$ cat config.mk
export PLATFORM = sky130hd
export DESIGN_NAME = multi_mode_counter_sched
export DESIGN_NICKNAME = d
export VERILOG_FILES = /design/src/rtl/multi_mode_counter_pkg.sv /design/src/rtl/rr_arbiter2.sv /design/src/rtl/multi_mode_counter_sched.sv
export SDC_FILE = /design/constraint.sdc
export NUM_CORES = 1
export LEC_CHECK = 0
export CAP_MARGIN = 15
export CORE_ASPECT_RATIO = 0.8
export CORE_MARGIN = 2
export CORE_UTILIZATION = 46
export CTS_CLUSTER_DIAMETER = 60
export DETAILED_ROUTE_END_ITERATION = 7
export HOLD_SLACK_MARGIN = 0.06
export PLACE_DENSITY = 0.88
export SYNTH_ARGS = -nofsm -noshare
export SYNTH_HDL_FRONTEND = slang
export SYNTH_HIERARCHICAL = 1
export SYNTH_SLANG_ARGS = --single-unit
$ cat constraint.sdc
create_clock -name clk -period 1.69 [get_ports clk]
set_input_delay 0.338 -clock clk [delete_from_list [all_inputs] [get_ports clk]]
set_output_delay 0.338 -clock clk [all_outputs]
set_load 0.02 [all_outputs]
$ cat src/rtl/multi_mode_counter_pkg.sv
// Shared definitions for the multi-mode counter and its round scheduler.
//   - Counter mode encodings (drive ctr_mode)
//   - Counter "who" encodings (reported on ctr_who / done_who)
//   - Scheduler FSM state type
package multi_mode_counter_pkg;

  localparam logic [1:0] COUNT_UP_BY_1   = 2'b00;
  localparam logic [1:0] COUNT_UP_BY_2   = 2'b01;
  localparam logic [1:0] COUNT_DOWN_BY_1 = 2'b10;
  localparam logic [1:0] COUNT_DOWN_BY_2 = 2'b11;

  localparam logic [1:0] WHO_NONE   = 2'b00;
  localparam logic [1:0] WHO_LOSER  = 2'b01;
  localparam logic [1:0] WHO_WINNER = 2'b10;

  typedef enum logic [2:0] {
    CLR,
    IDLE,
    LOAD,
    RUN,
    DONE
  } sched_state_t;

endpackage

$ cat src/rtl/rr_arbiter2.sv
// Two-way round-robin arbiter.
// Ports:
//   clk     in  clock
//   rst     in  synchronous active-low reset (pointer -> requester 0)
//   req     in  [1:0] request vector
//   upd     in  pointer update strobe
//   upd_id  in  requester just served; priority moves to the other one
//   gnt     out [1:0] one-hot grant (combinational)
module rr_arbiter2 (
  input  logic       clk,
  input  logic       rst,
  input  logic [1:0] req,
  input  logic       upd,
  input  logic       upd_id,
  output logic [1:0] gnt
);

  logic ptr_q;

  always_ff @(posedge clk) begin
    if (!rst) begin
      ptr_q <= 1'b0;
    end else if (upd) begin
      ptr_q <= ~upd_id;
    end
  end

  always_comb begin
    gnt = 2'b00;
    case (req)
      2'b01:   gnt = 2'b01;
      2'b10:   gnt = 2'b10;
      2'b11:   gnt = ptr_q ? 2'b10 : 2'b01;
      default: gnt = 2'b00;
    endcase
  end

endmodule

$ cat src/rtl/multi_mode_counter_sched.sv
// Round scheduler sharing one multi_mode_counter between two requesters.
// Grants one requester per round, loads the counter with that requester's
// mode/initial value, waits for GAMEOVER or a timeout, reports the result
// and keeps a saturating win score per requester.
// Ports:
//   clk, rst                      clock, synchronous active-low reset
//   req, req_mode0/1, req_val0/1  requester side
//   gnt                           one-hot grant (combinational, IDLE only)
//   ctr_rst, ctr_mode, ctr_init, ctr_init_val   counter control
//   ctr_gameover, ctr_who         counter status
//   busy, done, done_id, done_who, done_timeout  round status/result
//   score0, score1                saturating win counts
module multi_mode_counter_sched
  import multi_mode_counter_pkg::*;
#(
  parameter int CNT_W   = 4,
  parameter int TIMEOUT = 255,
  parameter int TO_W    = 8,
  parameter int SCORE_W = 4
) (
  input  logic               clk,
  input  logic               rst,
  input  logic [1:0]         req,
  input  logic [1:0]         req_mode0,
  input  logic [1:0]         req_mode1,
  input  logic [CNT_W-1:0]   req_val0,
  input  logic [CNT_W-1:0]   req_val1,
  output logic [1:0]         gnt,
  output logic               ctr_rst,
  output logic [1:0]         ctr_mode,
  output logic               ctr_init,
  output logic [CNT_W-1:0]   ctr_init_val,
  input  logic               ctr_gameover,
  input  logic [1:0]         ctr_who,
  output logic               busy,
  output logic               done,
  output logic               done_id,
  output logic [1:0]         done_who,
  output logic               done_timeout,
  output logic [SCORE_W-1:0] score0,
  output logic [SCORE_W-1:0] score1
);

  localparam logic [TO_W-1:0] TIMER_LAST = TO_W'(TIMEOUT - 1);

  function automatic logic [SCORE_W-1:0] sat_inc(input logic [SCORE_W-1:0] s);
    return (&s) ? s : s + SCORE_W'(1);
  endfunction

  sched_state_t       state_q, state_d;
  logic               id_q;
  logic [1:0]         mode_q;
  logic [CNT_W-1:0]   val_q;
  logic [TO_W-1:0]    timer_q;
  logic               done_q;
  logic               done_id_q;
  logic [1:0]         done_who_q;
  logic               done_to_q;
  logic [SCORE_W-1:0] score0_q, score1_q;

  logic [1:0] arb_gnt;
  logic       arb_id;
  logic       grant_fire;
  logic       round_end;

  rr_arbiter2 u_arb (
    .clk    (clk),
    .rst    (rst),
    .req    (req),
    .upd    (state_q == DONE),
    .upd_id (id_q),
    .gnt    (arb_gnt)
  );

  assign arb_id     = arb_gnt[1];
  assign grant_fire = (state_q == IDLE) && (arb_gnt != 2'b00);
  // Gameover is tested first so it wins over a coincident timeout.
  assign round_end  = (state_q == RUN) && (ctr_gameover || (timer_q == TIMER_LAST));

  always_ff @(posedge clk) begin
    if (!rst) begin
      state_q <= CLR;
    end else begin
      state_q <= state_d;
    end
  end

  always_comb begin
    state_d  = state_q;
    gnt      = 2'b00;
    ctr_init = 1'b0;
    // Counter is also held in reset while the scheduler itself is in reset.
    ctr_rst  = !rst;
    case (state_q)
      CLR: begin
        ctr_rst = 1'b1;
        state_d = IDLE;
      end
      IDLE: begin
        gnt = arb_gnt;
        if (grant_fire) state_d = LOAD;
      end
      LOAD: begin
        ctr_init = 1'b1;
        state_d  = RUN;
      end
      RUN: begin
        if (round_end) state_d = DONE;
      end
      DONE: begin
        // A timed-out counter may be stalled; clear it before the next round.
        if (done_to_q) ctr_rst = 1'b1;
        state_d = IDLE;
      end
      default: state_d = CLR;
    endcase
  end

  always_ff @(posedge clk) begin
    if (!rst) begin
      id_q       <= 1'b0;
      mode_q     <= COUNT_UP_BY_1;
      val_q      <= '0;
      timer_q    <= '0;
      done_q     <= 1'b0;
      done_id_q  <= 1'b0;
      done_who_q <= WHO_NONE;
      done_to_q  <= 1'b0;
      score0_q   <= '0;
      score1_q   <= '0;
    end else begin
      if (grant_fire) begin
        id_q   <= arb_id;
        mode_q <= arb_id ? req_mode1 : req_mode0;
        val_q  <= arb_id ? req_val1 : req_val0;
      end

      if (state_q == LOAD) begin
        timer_q <= '0;
      end else if (state_q == RUN) begin
        timer_q <= timer_q + TO_W'(1);
      end

      done_q <= round_end;
      if (round_end) begin
        done_id_q  <= id_q;
        done_who_q <= ctr_gameover ? ctr_who : WHO_NONE;
        done_to_q  <= !ctr_gameover;
      end

      if ((state_q == DONE) && (done_who_q == WHO_WINNER)) begin
        if (id_q) score1_q <= sat_inc(score1_q);
        else      score0_q <= sat_inc(score0_q);
      end
    end
  end

  assign busy         = (state_q != IDLE);
  assign ctr_mode     = mode_q;
  assign ctr_init_val = val_q;
  assign done         = done_q;
  assign done_id      = done_id_q;
  assign done_who     = done_who_q;
  assign done_timeout = done_to_q;
  assign score0       = score0_q;
  assign score1       = score1_q;

endmodule

### Word level (Yosys, flattened, before mapping)

Index checks and enable logic that the tools add are counted.

| cells by class | value |
|---|---|
| add/subtract/negate cells | 3 |
| $mul | 0 |
| div/mod/pow operators | 0 |
| magnitude comparators | 0 |
| equality and inequality tests | 12 |
| shift-type cells | 0 |
| muxes and demuxes | 12 |
| bitwise operators | 4 |
| reductions and logical operators | 15 |

Operators with widths:

| kind | number |
|---|---|
| $pmux 3 s4 | 1 |
| $add 4x1->4 const B | 2 |
| $add 8x1->8 const B | 1 |
| $eq 8x8->1 const B | 1 |
| $mux 2 | 4 |
| $reduce_and 4->1 | 2 |
| $eq 2x2->1 const B | 3 |
| $eq 3x2->1 const B | 2 |
| $mux 3 | 2 |
| $pmux 2 s3 | 1 |
| $reduce_and 3->1 | 2 |
| $mux 4 | 1 |
| $ne 2x2->1 const B | 2 |
| $not 1->1 | 4 |
| $reduce_or 2->1 | 2 |
| $eq 3x1->1 const B | 1 |
| $eq 3x3->1 const B | 1 |
| $logic_and 1x1->1 | 3 |
| $logic_not 3->1 | 1 |
| $ne 3x1->1 const B | 1 |
| $eq 2x1->1 const B | 1 |
| $logic_not 1->1 | 2 |
| $mux 1 | 2 |
| $pmux 1 s2 | 1 |
| 3 further kinds | 3 |

| storage, ports and cells | value |
|---|---|
| register bits after elaboration | 32 |
| latch bits | 0 |
| bits in writable memories | 0 |
| ROM bits | 0 |
| input bits | 19 |
| output and inout bits | 24 |
| logic and storage cells | 58 |
| memories kept | 0 |

### Depth between registers and ports, before layout

Gate-level depths: netlist (run 1).

| depth | value |
|---|---|
| depth after elaboration | 6 |
| mapped depth | 8 |
| mapped depth without buffers | 6 |

### By module

The synthesis (run 1) kept the hierarchy.

By module, submodules not included:

| module | times used | cells each | area each (um^2) | sequential area each (um^2) |
|---|---|---|---|---|
| multi_mode_counter_sched | 1 | 157 | 1421.4 | 620.6 |
| rr_arbiter2 | 1 | 6 | 52.6 | 20.0 |

### Least setup slack after synthesis (run 1)

Ideal clock, no wire load.

| timing path | value |
|---|---|
| kind | input to register |
| start | input port req[1] |
| end | register val_q[1] (netlist: ctr_init_val[1]) |
| library setup time | 86 ps |
| arrival time | 1490 ps |
| data required time | 1604 ps |
| slack | 115 ps |
| stages on the path | 7 |
| cells stage by stage | a21boi_1 > clkbuf_1 > nor2_1 > and2b_2 > buf_6 > nor2_1 > a211oi_1 |

| between the ends | value |
|---|---|
| cells in the longest elaborated chain, start to end | 4 |

Ends and longest elaborated chain:

| what | line | RTL |
|---|---|---|
| start, declared | multi_mode_counter_sched.sv:23 | `input logic [1:0] req,` |
| $eq 2x2->1 or $eq 2x1->1 (tied branches) | rr_arbiter2.sv:30 | `case (req)` |
| $pmux 2 s3 (*) | rr_arbiter2.sv:30 |  |
| $reduce_bool 2->1 | multi_mode_counter_sched.sv:76 | `assign grant_fire = (state_q == IDLE) && (arb_gnt != 2'b00);` |
| $logic_and 1x1->1 | multi_mode_counter_sched.sv:76 |  |
| end signal, assigned | multi_mode_counter_sched.sv:135 | `val_q <= arb_id ? req_val1 : req_val0;` |
| end, declared | multi_mode_counter_sched.sv:53 | `logic [CNT_W-1:0] val_q;` |

Every way passes the cells marked *; elsewhere a longest branch is shown, timed or not.
A chain may end at the register's enable or synchronous reset.

### Final worst setup path (run 1)

| timing path | value |
|---|---|
| start | register state_q[2] |
| end | output port busy |

| between the ends | value |
|---|---|
| cells in the longest elaborated chain, start to end | 1 |

Ends and longest elaborated chain:

| what | line | RTL |
|---|---|---|
| start, declared | multi_mode_counter_sched.sv:50 | `sched_state_t state_q, state_d;` |
| start signal, assigned | multi_mode_counter_sched.sv:84 | `state_q <= state_d;` |
| $ne 3x1->1 | multi_mode_counter_sched.sv:158 | `assign busy = (state_q != IDLE);` |
| end, declared | multi_mode_counter_sched.sv:35 | `output logic busy,` |

No other way between the ends.

==> flow_metrics.env, run 1 <==
export IMPL_fp_dieW_um=67.3
export IMPL_worst_path_max_delay_cell="sky130_fd_sc_hd__dfxtp_1"
export IMPL_power_internal_w=0.00120
export IMPL_core_mm2=0.00306
export IMPL_routed_wire_length_per_instance_um=13.7
export IMPL_start_util_pct=48.1
export IMPL_setup_violation_total_in_the_final_timing_report=0
export IMPL_ioPinCount=43
export IMPL_drive_above_1_share_pct=16.4
export IMPL_ant_nets=0
export IMPL_synth_seq_cells=32
export IMPL_synthToLayoutAreaGrowth_pct=45.7
export IMPL_most_instantiated_library_cell_after_synthesis="sky130_fd_sc_hd__dfxtp_1"
export IMPL_synth_edf_count=0
export IMPL_timing_critical_path_slowest_cell_delay_ps=360
export IMPL_crit_path_end_kind="output port"
export IMPL_timing_max_cap_violations=0
export IMPL_worstHoldPathType="reg -> reg"
export IMPL_pre_cts_setup_slack_ps=-462
export IMPL_finalClockSkew_ps=4.74
export IMPL_dieHeight_um=54.6
export IMPL_gp_congestion=0.811
export IMPL_worst_ep_arrival_time_ps=1330
export IMPL_cts_root_buffer_cell="sky130_fd_sc_hd__clkbuf_8"
export IMPL_port_buffers=42
export IMPL_crit_fanout=5
export IMPL_detailroute_via_count=1400
export IMPL_std_cell_rows=18
export IMPL_grt_ovfl_total=0
export IMPL_cts_path_max_buffers=2
export IMPL_switching_share_pct=25.7
export IMPL_cts_tree="yes"
export IMPL_antennaDiodeCount=0
export IMPL_grt_usage_pct=20.7
export IMPL_via_count_of_the_first_global_routing_pass=1188
export IMPL_maximum_number_of_pins_on_one_net_before_global_route_repair=21
export IMPL_mappedNetlistNets=186
export IMPL_sink_count_of_the_clock_tree=32
export IMPL_critical_path_buf_inv_count=3
export IMPL_measured_slew_at_the_worst_slew_check_pin_ps=608
export IMPL_design_final_nets=248
export IMPL_combPwrFrac_pct=17.3
export IMPL_timing_fmax_mhz=599
export IMPL_cp_data_required_time_ps=1350
export IMPL_crit_path_cell_trace="nor3b_2 -> buf_4 -> inv_1 -> dlygate4sd2_1"
export IMPL_drt_drc_violations_left=0
export IMPL_maxSlewViolCount=0
export IMPL_drtIter0Drc=31
export IMPL_yosys_area_top_type_share_pct=43.5
export IMPL_finalWorstPathRequiredPeriod_ps=1670
export IMPL_fp_dieArea_mm2=0.00368
export IMPL_synth_main_ff_cell="sky130_fd_sc_hd__dfxtp_1"
export IMPL_outcome="completed"
export IMPL_synth_cell_types=40
export IMPL_min_period_over_period_pct=98.8
export IMPL_first_pass_iters=4
export IMPL_synth_async_reset_ratio_pct=0
export IMPL_synth_top_cell_by_area="sky130_fd_sc_hd__dfxtp_1"
export IMPL_power_density_mw_per_mm2=753
export IMPL_power_share_clock_pct=33.6
export IMPL_fillerInstances=262
export IMPL_clock_insertion_delay_worst_skew_ps=280
export IMPL_syn_area_mm2=0.00147
export IMPL_irDropWorstVdd_mv=0.606
export IMPL_critPathLaunchType="register"
export IMPL_number_of_hold_slack_violations_in_the_final_timing_report=0
export IMPL_top_cells_by_instance_count_after_synthesis="sky130_fd_sc_hd__dfxtp_1, sky130_fd_sc_hd__nor2_1, sky130_fd_sc_hd__xor2_1"
export IMPL_setup_worst_path_class="reg -> out"
export IMPL_clkSlewWorstSetupHoldPaths_ps=60
export IMPL_cp_top_family="buffers and inverters"
export IMPL_slew_headroom_pct=59.2
export IMPL_wl_um=3620
export IMPL_antenna_found_initial=0
export IMPL_grt_setup_unrepaired="yes"
export IMPL_cts_made_buffers=5
export IMPL_route_detailed_vias_per_inst=5.28
export IMPL_ys_seq_area_share_pct=43.5
export IMPL_post_synth_main_area_contributors="sky130_fd_sc_hd__dfxtp_1, sky130_fd_sc_hd__xor2_1, sky130_fd_sc_hd__nor2_1"
export IMPL_netSwitchingPower_w=0.000416
export IMPL_power_frac_seq_pct=49.1
export IMPL_first_pass_grt_wire_length_um=5400
export IMPL_final_hold_worst_slack_ps=497
export IMPL_postSynthAreaPerCell_um2=9.04
export IMPL_hpwl_um=2530
export IMPL_layout_setup_ws_ps=20.6
export IMPL_cts_htree_levels=2
export IMPL_cellLeakagePower_nw=0.926
export IMPL_syn_instance_count=163
export IMPL_synth_warning_count=6
==> metal layers <==
metal	wire, µm	vias up	global-route usage [%]
li1	-	705	-
met1	1610	635	24.8
met2	1660	51	35.1
met3	298	9	4.53
met4	54	0	11.2
met5	0	-	0
==> area by class of cell <==
| class | instances | area (µm²) | share of cell area, % |
|---|---|---|---|
| timing repair buffer | 61 | 557 | 25.9 |
| sequential | 32 | 641 | 29.8 |
| inverter | 7 | 26.3 | 1.22 |
| clock inverter | 1 | 5.00 | 0.233 |
| multi-input combinational | 118 | 796 | 37.1 |
| tap | 40 | 50.0 | 2.33 |
| clock buffer | 6 | 72.6 | 3.38 |
==> cells in the final DEF (no fill, tap or decap), drive strengths merged, types with 2 or more instances in the layout <==
cell type	instances
and3	2
mux2i	7
nor2	21
a21oi	8
clkbuf	7
buf	22
o21ai	7
nand2	7
nand4	5
nor3b	2
or3	2
nand3	9
dlymetal6s2s	4
nor3	3
clkdlybuf4s50	33
and4	2
a21boi	2
nor2b	2
and2	2
inv	7
dfxtp	32
xor2	10
ha	4
a211oi	9
and2b	2
==> tightest hold or removal path, stage by stage (launching register included) <==
cell,delay [ps]
sky130_fd_sc_hd__dfxtp_1,320
sky130_fd_sc_hd__o21ai_0,80
sky130_fd_sc_hd__a21oi_1,60
==> metrics by stage <==
step / util, % / setup TNS (ps) / power [W] / instance area [µm²] / cells
global placement: 66.5 / -2570 / 0.00108 / 2040 / 255
finish: 70.1 / 0 / 0.00162 / 2150 / 265
global route: 70.1 / -45.5 / 0.00169 / 2150 / 265
CTS: 69.0 / -65.7 / 0.00162 / 2110 / 262
detailed placement: 66.5 / -2980 / 0.00108 / 2040 / 255
floorplan: - / 0 / 0.000943 / 1470 / 163
==> cell families (layout without fill, tap and decap cells) <==
kind of cell | count (synthesis) | after routing | synth area share (%)
compound gates | 32 | 32 | 14.0
xor+xnor | 10 | 10 | 5.94
fa+ha+maj | 4 | 4 | 3.40
buf+inv | 14 | 75 | 4.24
flops | 32 | 32 | 43.5
mux | 7 | 7 | 4.75
simple gates | 64 | 65 | 24.2
==> path summary, 6_finish.rpt <==
| kind | slack [ps] | from | end | cells after the start |
|---|---|---|---|---|
| max | 20 | state_q[2] | busy | 4 |
| min | 500 | done_who[1] | done_who[1] | 2 |
| max reg2reg | 90 | state_q[1] | score1[2] | 6 |
| min reg2reg | 500 | done_who[1] | done_who[1] | 2 |
==> sequential cells by signal, indices dropped and copies added (netlist names) <==
name          flops
done_timeout      1
timer_q           8
done_id           1
score0            4
done              1
ctr_init_val      4
id_q              1
state_q           3
done_who          2
score1            4
ctr_mode          2
u_arb/ptr_q       1
==> power groups by stage <==
stage	Clock, W	Combinational [W]	Sequential, W
after floorplan	0	0.000114	0.000829
after global placement	0	0.000268	0.000809
after detailed placement	0	0.000273	0.000810
after CTS	0.000558	0.000272	0.000793
after global routing	0.000591	0.000300	0.000798
final	0.000544	0.000279	0.000795
==> repair_timing <==
item,in CTS,in global routing
buffers inserted,0,2
hold buffers,0,0
gates resized for setup,16,14
endpoints found under the setup margin,6,15
pin swaps,0,1
cloned,0,1
Power figures use the tool's default switching activity.
==> inputs of run 2 (changes only) <==
--- a/config.mk
+++ b/config.mk
@@ -6,13 +6,15 @@
 export NUM_CORES = 1
 export LEC_CHECK = 0
 export CAP_MARGIN = 15
-export CORE_ASPECT_RATIO = 0.8
+export CORE_ASPECT_RATIO = 1.1
 export CORE_MARGIN = 2
 export CORE_UTILIZATION = 46
 export CTS_CLUSTER_DIAMETER = 60
+export CTS_CLUSTER_SIZE = 40
 export DETAILED_ROUTE_END_ITERATION = 7
 export HOLD_SLACK_MARGIN = 0.06
 export PLACE_DENSITY = 0.88
+export SKIP_LAST_GASP = 1
 export SYNTH_ARGS = -nofsm -noshare
 export SYNTH_HDL_FRONTEND = slang
 export SYNTH_HIERARCHICAL = 1
==> run 2 against run 1 <==
  * Critical path depth is 1 higher
  * Final cell count shrank 3.8%
  * Utilization shrank 2.2 points
  * Power is 5.8% lower
  * Sequential share of layout area grew 1.2 points
  * Design area down 3.6%
  * Clock-buffer cell count is 2 higher
  * Routed wire length fell by 12%
  * Clock skew grew 2.3 ps
==> flow_metrics.env, run 2 (same netlist as run 1, synthesis figures left out) <==
export IMPL_finalClockSkew_ps=7.07
export IMPL_drt_drc_violations_left=0
export IMPL_cellLeakagePower_nw=0.949
export IMPL_fp_dieArea_mm2=0.00367
export IMPL_critPathLaunchType="input pin"
export IMPL_route_detailed_vias_per_inst=5.21
export IMPL_via_count_of_the_first_global_routing_pass=1184
export IMPL_design_final_nets=243
export IMPL_port_buffers=42
export IMPL_fillerInstances=258
export IMPL_maxSlewViolCount=0
export IMPL_cts_tree="yes"
export IMPL_largest_register="timer_q"
export IMPL_p_total_w=0.00152
export IMPL_ioPinCount=43
export IMPL_maximum_number_of_pins_on_one_net_before_global_route_repair=21
export IMPL_crit_fanout=2
export IMPL_number_of_hold_slack_violations_in_the_final_timing_report=0
export IMPL_antenna_found_initial=0
export IMPL_cp_data_required_time_ps=1350
export IMPL_fp_dieW_um=58.0
export IMPL_synthToLayoutAreaGrowth_pct=40.4
export IMPL_core_mm2=0.00305
export IMPL_routed_wire_length_per_instance_um=12.5
export IMPL_drtIter0Drc=16
export IMPL_layout_cells_most_common="sky130_fd_sc_hd__dfxtp_1"
export IMPL_setup_tns_final_ps=0
export IMPL_gp_congestion=0.794
export IMPL_timing_fmax_mhz=603
export IMPL_start_util_pct=48.4
export IMPL_grt_usage_pct=19.2
export IMPL_outcome="completed"
export IMPL_ant_nets=0
export IMPL_crit_path_end_kind="output port"
export IMPL_setup_violation_total_in_the_final_timing_report=0
export IMPL_wl_um=3190
export IMPL_first_pass_grt_wire_length_um=5320
export IMPL_dpl_cell_count=247
export IMPL_finalWorstPathRequiredPeriod_ps=1660
export IMPL_hpwl_um=2390
export IMPL_worst_ep_arrival_time_ps=1320
export IMPL_antennaDiodeCount=0
export IMPL_measured_slew_at_the_worst_slew_check_pin_ps=577
export IMPL_power_density_mw_per_mm2=736
export IMPL_sink_count_of_the_clock_tree=32
export IMPL_std_cell_rows=21
export IMPL_detailroute_via_count=1328
export IMPL_worstHoldPathType="reg -> reg"
export IMPL_grt_setup_unrepaired="yes"
export IMPL_max_reg_flops=8
export IMPL_layout_cells_most_common_list="sky130_fd_sc_hd__dfxtp_1, sky130_fd_sc_hd__clkdlybuf4s50_1, sky130_fd_sc_hd__nor2_1"
export IMPL_cts_htree_levels=2
export IMPL_irDropWorstVdd_mv=0.687
export IMPL_cts_root_buffer_cell="sky130_fd_sc_hd__clkbuf_4"
export IMPL_dieHeight_um=63.4
export IMPL_clock_insertion_delay_worst_skew_ps=340
export IMPL_slew_headroom_pct=61.3
export IMPL_final_core_util_pct=67.9
export IMPL_grt_ovfl_total=0
export IMPL_post_cts_hold_buffer_count=0
export IMPL_setup_worst_path_class="in -> out"
export IMPL_clkSlewWorstSetupHoldPaths_ps=90
export IMPL_first_pass_iters=4
export IMPL_timing_max_cap_violations=0
export IMPL_min_period_over_period_pct=98.1
export IMPL_cts_made_buffers=5
export IMPL_cts_path_max_buffers=2
export IMPL_cts_post_setup_buffers_inserted=0
export IMPL_final_cell_count_no_fill=255
export IMPL_drive_above_1_share_pct=14.9
-- run 2: cell count changes in the layout (fill, tap and decap cells not counted), sizes merged --
cell and delta:
dlymetal6s2s +1, buf -2, clkinv -1, dlygate4sd2 +5, and2b -1, clkbuf +1
clkdlybuf4s50 -7
-- run 2: through the flow --
stage	area [µm²]	worst slack, ps	hold slack (ps)
floorplan	1470	115	435
global placement	2010	-465	470
detailed placement	2010	-489	489
CTS	2060	-71.4	504
global route	2070	-21.6	522
finish	2070	31.9	499
-- run 2: timing repair --
item / CTS / global route
gates cloned: 0 / 0
gates resized for setup: 29 / 10
setup endpoints to repair: 11 / 13
-- run 2: worst max-delay path, cell delays in order --
cell	delay, ps
sky130_fd_sc_hd__clkdlybuf4s50_1	510
sky130_fd_sc_hd__a21boi_2	190
sky130_fd_sc_hd__nand2_1	80
sky130_fd_sc_hd__inv_1	60
sky130_fd_sc_hd__buf_2	150
-- run 2: power breakdown --
part | total [W] | internal [W] | switching, W
Sequential | 0.000792 | 0.000778 | 0.0000146
Combinational | 0.000268 | 0.000136 | 0.000132
Clock | 0.000463 | 0.000205 | 0.000258
-- run 2: area by class of cell --
| type | instances | area, µm² | share of cell area, % |
|---|---|---|---|
| multi-input cells | 117 | 785 | 37.9 |
| repair buffers | 57 | 515 | 24.9 |
| inverters | 7 | 26.3 | 1.27 |
| clock buffers | 8 | 58.8 | 2.84 |
| flip-flops and latches | 32 | 642 | 31.0 |
| well taps | 34 | 42.5 | 2.06 |
-- run 2: path summary, 6_finish.rpt --
| path | startpoint | slack (ps) | cells past startpoint | end |
|---|---|---|---|---|
| setup / recovery | req[0] | 30 | 5 | gnt[0] |
| hold / removal | timer_q[0] | 500 | 2 | timer_q[0] |
| setup reg to reg | u_arb/ptr_q | 170 | 7 | ctr_init_val[1] |
| hold reg to reg | timer_q[0] | 500 | 2 | timer_q[0] |
-- run 2: layer usage --
| metal | GRT usage [%] | part of all wire [%] | vias up | routed length, µm |
|---|---|---|---|---|
| met3 | 6.16 | 4.0 | 5 | 128 |
| li1 | - | - | 694 | - |
| met4 | 7.85 | 1.6 | 0 | 50 |
| met1 | 24.2 | 48 | 606 | 1550 |
| met5 | 0 | 0 | - | 0 |
| met2 | 29.8 | 46 | 23 | 1460 |
